## config.mk

```make
export PLATFORM = sky130hd
export DESIGN_NAME = button_debounce
export DESIGN_NICKNAME = d
export VERILOG_FILES = /design/src/rtl/button_debounce.sv
export SDC_FILE = /design/constraint.sdc
export NUM_CORES = 1
export LEC_CHECK = 0
export CAP_MARGIN = 20
export CORE_MARGIN = 1
export CORE_UTILIZATION = 45
export CTS_BUF_LIST = sky130_fd_sc_hd__clkbuf_8
export DETAILED_ROUTE_END_ITERATION = 7
export SETUP_SLACK_MARGIN = 0.3
export SLEW_MARGIN = 10
export SYNTH_ARGS = -nofsm -noshare
export SYNTH_HDL_FRONTEND = slang
export SYNTH_SLANG_ARGS = --single-unit
```

## constraint.sdc

```tcl
create_clock -name clk -period 4.1 [get_ports clk]
set_input_delay 0.615 -clock clk [delete_from_list [all_inputs] [get_ports clk]]
set_output_delay 0.615 -clock clk [all_outputs]
set_load 0.01 [all_outputs]
```

## src/rtl/button_debounce.sv

```systemverilog
// Five-way button front end: 2-flop synchroniser, per-bit debounce, registered
// press/release strobes and optional auto-repeat press ticks while a button is held.

module button_debounce_lane #(
  parameter int DB_CYCLES     = 500000,
  parameter int REPEAT_EN     = 0,
  parameter int HOLD_CYCLES   = 25000000,
  parameter int REPEAT_CYCLES = 5000000
) (
  input  logic clk,
  input  logic rst_n,
  input  logic raw,
  output logic level,
  output logic press,
  output logic rel
);
  localparam int DBW = (DB_CYCLES > 1) ? $clog2(DB_CYCLES) : 1;
  localparam int RMX = (HOLD_CYCLES > REPEAT_CYCLES) ? HOLD_CYCLES : REPEAT_CYCLES;
  localparam int RW  = (RMX > 1) ? $clog2(RMX) : 1;
  localparam logic [DBW-1:0] DB_LAST = DBW'(DB_CYCLES - 1);

  logic           s1, s2;
  logic [DBW-1:0] db_cnt;
  logic           diff, acc, rise, fall, tick;

  assign diff = (s2 != level);
  assign acc  = diff && (db_cnt == DB_LAST);
  assign rise = acc && !level;
  assign fall = acc && level;

  // Only s1 ever samples the asynchronous pin.
  always_ff @(posedge clk or negedge rst_n) begin
    if (!rst_n) begin
      s1     <= 1'b0;
      s2     <= 1'b0;
      db_cnt <= '0;
      level  <= 1'b0;
      press  <= 1'b0;
      rel    <= 1'b0;
    end else begin
      s1 <= raw;
      s2 <= s1;
      if (!diff) begin
        db_cnt <= '0;
      end else if (acc) begin
        db_cnt <= '0;
        level  <= s2;
      end else begin
        db_cnt <= db_cnt + 1'b1;
      end
      press <= rise | tick;
      rel   <= fall;
    end
  end

  if (REPEAT_EN != 0) begin : g_rpt
    typedef enum logic [1:0] {IDLE, HOLD, RPT} rpt_t;
    localparam logic [RW-1:0] HOLD_LAST = RW'(HOLD_CYCLES - 1);
    localparam logic [RW-1:0] REP_LAST  = RW'(REPEAT_CYCLES - 1);

    rpt_t          state;
    logic [RW-1:0] rcnt;

    // A release accepted on the same edge as a tick wins; no stray press.
    assign tick = !fall && (((state == HOLD) && (rcnt == HOLD_LAST)) ||
                            ((state == RPT)  && (rcnt == REP_LAST)));

    always_ff @(posedge clk or negedge rst_n) begin
      if (!rst_n) begin
        state <= IDLE;
        rcnt  <= '0;
      end else if (fall) begin
        state <= IDLE;
        rcnt  <= '0;
      end else begin
        case (state)
          IDLE: if (rise) begin
            state <= HOLD;
            rcnt  <= '0;
          end
          HOLD: if (rcnt == HOLD_LAST) begin
            state <= RPT;
            rcnt  <= '0;
          end else begin
            rcnt <= rcnt + 1'b1;
          end
          RPT: rcnt <= (rcnt == REP_LAST) ? '0 : rcnt + 1'b1;
          default: begin
            state <= IDLE;
            rcnt  <= '0;
          end
        endcase
      end
    end
  end else begin : g_norpt
    assign tick = 1'b0;
  end
endmodule

module button_debounce #(
  parameter int N_BTN         = 5,
  parameter int DB_CYCLES     = 500000,
  parameter int REPEAT_EN     = 0,
  parameter int HOLD_CYCLES   = 25000000,
  parameter int REPEAT_CYCLES = 5000000
) (
  input  logic             clk,
  input  logic             rst_n,
  input  logic [N_BTN-1:0] btn_raw,
  output logic [N_BTN-1:0] btn_level,
  output logic [N_BTN-1:0] btn_press,
  output logic [N_BTN-1:0] btn_release,
  output logic             any_press
);
  for (genvar i = 0; i < N_BTN; i++) begin : g_lane
    button_debounce_lane #(
      .DB_CYCLES     (DB_CYCLES),
      .REPEAT_EN     (REPEAT_EN),
      .HOLD_CYCLES   (HOLD_CYCLES),
      .REPEAT_CYCLES (REPEAT_CYCLES)
    ) u_lane (
      .clk   (clk),
      .rst_n (rst_n),
      .raw   (btn_raw[i]),
      .level (btn_level[i]),
      .press (btn_press[i]),
      .rel   (btn_release[i])
    );
  end

  assign any_press = |btn_press;
endmodule
```

---- Word-level counts from Yosys, hierarchy flattened ----
Index checks and enable logic that the tools add are counted.
operators by class
  $add $sub $neg .......................... 5
  equal/unequal tests ..................... 10
  multiplexer cells ....................... 10
  reduce and logical (&&, ||, !) cells .... 26
operators with widths
  kind                                            number
  2-to-1 mux 19 bit                               10
  adder 19 x 1 -> 19 bit (second input constant)  5
  == test 19 bit (second input constant)          5
  logical AND 1 bit                               15
  AND reduction 2 bit                             5
  logical NOT 1 bit                               5
  inequality test 1 bit                           5
  OR reduction 5 bit                              1
storage, ports and cells
  bits in registers ....................... 120
  input bits .............................. 7
  output and inout port bits .............. 16
  word-level logic and storage cells ...... 81

---- Longest topological paths before layout ----
  depth after elaboration ................. 4
  mapped depth ............................ 6
  mapped depth without buffers ............ 5

---- Modules after synthesis ----
From an unflattened synthesis, not the netlist that was laid out.
unflattened totals
  cells, all modules ...................... 578
  area total of the unflattened synthesis .. 5987.0 µm²
modules (own cells, without submodules)
  module                instances  cells each  area each (µm²)  seq. area each (µm²)
  button_debounce_lane  5          115         1194.9           600.6
  button_debounce       1          3           12.5             0.0

---- Worst setup path after synthesis ----
Ideal clock, no wire load.
  path kind ............................... reg-to-reg
  start point ............................. register g_lane[3].u_lane.db_cnt[0]
  end point ............................... register g_lane[3].u_lane.level
  setup time .............................. 0.125 ns
  arrival time ............................ 1.988 ns
  data required time ...................... 3.975 ns
  slack ................................... 1.987 ns
  stages on the path, launching flop included .. 6
  path buffers ............................ 0
  period minus slack after synthesis ...... 2.113 ns
  cells stage by stage .................... dfrtp_1 > ha_1 > nand4_4 > or4_4 > or3_4 > mux2_4
between the ends
  longest elaborated chain between the ends .. 3
RTL lines
  element                        RTL line  text
  start: declaration             23        logic [DBW-1:0] db_cnt;
  start signal: assignment       49        db_cnt <= db_cnt + 1'b1;
  == test 19 bit                 27        assign acc = diff && (db_cnt == DB_LAST);
  logical AND 1 bit              27
  AND reduction 2 bit (no line)  -
  end signal: assignment         37        level <= 1'b0;
  end signal: assignment         47        level <= s2;
  end: declaration               13        output logic level,
Every way passes these cells.
A chain may end at the register's enable or synchronous reset.

---- Worst setup path in the final report ----
  start point ............................. register g_lane[2].u_lane.db_cnt[0]
  end point ............................... register g_lane[2].u_lane.db_cnt[15]
between the ends
  longest elaborated chain between the ends .. 4
  elaborated cells on any way between the ends .. 5
  classes of those cells .................. 1 x add/sub; 1 x eq/ne; 2 x mux; 1 x reduce/logical
RTL lines
  element                                                         RTL line  text
  start: declaration                                              23
  start signal: assignment                                        49
  branches (longest 2 deep; another with adder 19 x 1 -> 19 bit)  -
  2-to-1 mux 19 bit (*)                                           45        end else if (acc) begin
  2-to-1 mux 19 bit (*)                                           43        if (!diff) begin
Mark *: on every way between the ends.

==> impl_summary.log <==
[metrics] capture instance of the worst register-to-register path: g_lane[2].u_lane.db_cnt[15]
[metrics] simple-gate portion of the synthesized area: about a quarter
[metrics] clock network latency to the later pin of the worst-skew pair: about 0.43 ns
[metrics] Adder-Cell Fraction of Synth Area: between 1 and 1.5%
[metrics] Critical Path Start Type: flop
[metrics] dpl cells: 743
[metrics] non-filler cells, final: just under 800
[metrics] Die X-Extent: between 100 and 150 µm
[metrics] post-synthesis cell type with the largest combined area: sky130_fd_sc_hd__dfrtp_1
[metrics] count of cell types in the netlist: between 40 and 50
[metrics] ratio of total power to cell area: around 340 mW/mm²
[metrics] Yosys reg bits: 120
[metrics] root buffer cell: sky130_fd_sc_hd__clkbuf_8
[metrics] antenna violations before repair: 0
[metrics] Yosys warning total: 0
[metrics] Clock Path Buffers: 2
[metrics] synthesized-area fraction occupied by xor and xnor cells: between 10% and 20%
[metrics] Die Area: 0.01333 mm²
[metrics] first-pass iteration count of the detailed router: 7
[metrics] FMAX: around 0.43 GHz
[metrics] post-route total power: ~2.2 mW
[metrics] type of the tightest min-delay check: input port to async pin
[metrics] total core area: 0.01257 mm²
[metrics] sequential area share after synthesis: between 50% and 60%
[metrics] critical path type: flop to flop
[metrics] Net Count, Synth: ~590
[metrics] pin count of the biggest net entering global routing: 66
[metrics] Max VDD drop: about 0.17 mV
[metrics] Worst Path Required: roughly 4.4 ns
[metrics] data arrival time at the worst-slack endpoint: around 2.6 ns
[metrics] cells after synthesis: between 500 and 600
[metrics] area growth from synthesis to layout: 10.80%
[metrics] initial standard-cell utilization of the core: a little under half
[metrics] max incr delay on CP: around 0.62 ns
[metrics] post-synth top area share: approximately 52%
[metrics] count of port buffers added during placement: 22
[metrics] number of global-route vias before repair: about 3800
[metrics] first-pass GRT wire length: about 18000 µm
[metrics] Rel. slew slack: 51.92%
[metrics] sequence of cells on the critical path: ha_1 -> nand4_2 -> or4_1 -> o21bai_2 -> a21oi_1
[metrics] Hold Violations, Final: 0
[metrics] number of cells on the worst reg-to-reg path: 5
[metrics] vertical die dimension: 115.4 µm
[metrics] num ports: 23
[metrics] number of resized instances in the post-cts repair step: 0
[metrics] routed via count: just over 4000
[metrics] start of the worst register-to-register path: g_lane[2].u_lane.db_cnt[0]
[metrics] CP max stage cell: sky130_fd_sc_hd__o21bai_2
[metrics] DRC errors left: 0
[metrics] Slew Viols, Final: 0
[metrics] post-synthesis cell area: between 0.005 and 0.006 mm²
[metrics] shortest clock period the worst path allows after layout: 2.332 ns
[metrics] number of H-tree levels: 4
[metrics] Layout Nets: around 600
[metrics] total clock buffers created by CTS: 17
[metrics] Layout Skew: just over 0.008 ns
[metrics] setup tns final: 0 ns
[metrics] outcome: finished, final reports clean
[metrics] vias per cell: 5.278
[metrics] count of flip-flops with a built-in enable after synthesis: 0
[metrics] mux cell area share after synthesis: less than 1%
[metrics] clock sink count: 120
[metrics] synth top area cells: sky130_fd_sc_hd__dfrtp_1, sky130_fd_sc_hd__xnor2_1, sky130_fd_sc_hd__nor2_1
[metrics] most common cell after layout, fill and taps aside: sky130_fd_sc_hd__dfrtp_1
[metrics] antenna diode count: 0
[metrics] max cap viols: 0
[metrics] leakage power figure: between 2 and 3 nW
[metrics] GR Util All Layers: 17.73%
[metrics] Post-Synthesis Mean Instance Area: 10.09 µm²
[metrics] critical-path maximum fanout: 18
[metrics] Synth async-reset ratio: 100.0%
[metrics] post-detailed-routing wire length: approximately 11000 µm
[metrics] RePlAce Congestion: about 0.82
[metrics] hpwl dp: between 7000 and 8000 µm
[metrics] Slew @ Worst Pin: slightly above 0.7 ns
[metrics] most common flop cell mapped by yosys: sky130_fd_sc_hd__dfrtp_1
[metrics] detailed router's first-iteration violation count: approximately 250
[metrics] clock slew at the register clock pins of the worst setup and hold paths: 0.06 ns
[metrics] CTS hold repair buffers: 0
[metrics] setup repair after global routing missed its margin: no
[metrics] highest-count cells in the layout ignoring fill and taps: sky130_fd_sc_hd__dfrtp_1, sky130_fd_sc_hd__nor2_1, sky130_fd_sc_hd__xnor2_1
[metrics] share of post-route cells with drive strength above 1: under 10%
[metrics] flop2flop setup slack: 1.77 ns
[metrics] per-cell routed wire length: about 14 µm
[metrics] gr ovfl total: 0
[metrics] crit path capture type: flop
[metrics] Post CTS Setup Buffer Count: 0
[metrics] main combinational cell family by area after synthesis: simple AND/OR/NAND/NOR gates
[metrics] TritonCTS clock tree: built
[metrics] Site Rows: between 40 and 50
[metrics] remaining antenna violation count after routing: 0
[metrics] complex-gate fraction of the synthesized area: between 4 and 5%
[metrics] Finish-stage setup viols: 0
[metrics] fraction of the cycle the final worst path needs: between 50 and 60%
==> final cells by class <==
cell class | instances | area (µm²)
Clock buffer | 19 | 261.5
Fill cell | 1191 | 6152
Multi-Input combinational cell | 411 | 2556
Timing Repair Buffer | 25 | 252.7
Clock inverter | 12 | 63.81
Tap cell | 172 | 215.2
Sequential cell | 120 | 3003
Inverter | 17 | 63.81
==> report_power, final <==
group | internal [mW] | total (mW) | switching, mW
clock | 0.431 | 0.869 | 0.438
combinational | 0.0245 | 0.0757 | 0.0512
sequential | 1.20 | 1.22 | 0.0188
==> flip-flops by register name, indices dropped and copies added, names as in the netlist <==
name,cells
g_lane.u_lane.level,5
g_lane.u_lane.s2,5
g_lane.u_lane.press,5
g_lane.u_lane.rel,5
g_lane.u_lane.db_cnt,95
g_lane.u_lane.s1,5
==> worst max path at each step <==
stage	start	endpoint	slack (ns)
4_1_cts	g_lane[3].u_lane.db_cnt[0]	g_lane[3].u_lane.db_cnt[8]	1.55
5_1_grt	g_lane[2].u_lane.db_cnt[0]	g_lane[2].u_lane.db_cnt[10]	1.53
2_1_floorplan	g_lane[3].u_lane.db_cnt[0]	g_lane[3].u_lane.level	1.99
6_report	g_lane[2].u_lane.db_cnt[0]	g_lane[2].u_lane.db_cnt[15]	1.77
3_5_place_dp	g_lane[3].u_lane.db_cnt[0]	g_lane[3].u_lane.db_cnt[8]	1.55
3_3_place_gp	g_lane[3].u_lane.db_cnt[0]	g_lane[3].u_lane.db_cnt[14]	1.62
==> synthesized netlist by cell type (6+ instances only) <==
cell / n
sky130_fd_sc_hd__xor2_1: 21
sky130_fd_sc_hd__nor4_1: 24
sky130_fd_sc_hd__nor2_1: 97
sky130_fd_sc_hd__o21ai_0: 8
sky130_fd_sc_hd__a21oi_1: 15
sky130_fd_sc_hd__nand3_1: 31
sky130_fd_sc_hd__and3_1: 6
sky130_fd_sc_hd__xnor2_1: 56
sky130_fd_sc_hd__nor3_1: 21
sky130_fd_sc_hd__nand4_1: 23
sky130_fd_sc_hd__dfrtp_1: 120
sky130_fd_sc_hd__buf_4: 15
sky130_fd_sc_hd__or3_1: 14
sky130_fd_sc_hd__or4_1: 9
sky130_fd_sc_hd__nand2_1: 32
sky130_fd_sc_hd__inv_1: 17
==> through the flow <==
step	hold WS, ns	util (%)	setup slack [ns]	cell area, µm²
after floorplan	0.3194	-	1.987	5791
final	0.2225	51.05	1.768	6416
after global placement	0.3332	48.34	1.618	6076
after detailed placement	0.3347	48.34	1.554	6076
after global routing	0.2677	51.05	1.525	6416
after CTS	0.2382	50.93	1.549	6401
==> per-layer routing <==
layer	wire length (µm)	part of all wire [%]	GRT usage, %
met5	0	0	0
met3	530	5.0	5.701
met2	4632	44	26.19
met4	126	1.2	6.234
met1	5297	50	24.51
==> cells by family after synthesis <==
| logic type | after synthesis |
|---|---|
| compound gates | 37 |
| mux | 5 |
| buf+inv | 43 |
| xor+xnor | 77 |
| simple gates | 287 |
| flops | 120 |
| fa+ha+maj | 5 |
==> worst max-delay path: cells and delay by family, from the launching register on <==
kind	cells	cell delay [ns]
fa+ha+maj	1	0.23
simple gates	2	0.83
compound gates	2	0.73
flops	1	0.38
No activity file was read; power rests on OpenSTA's default activity.
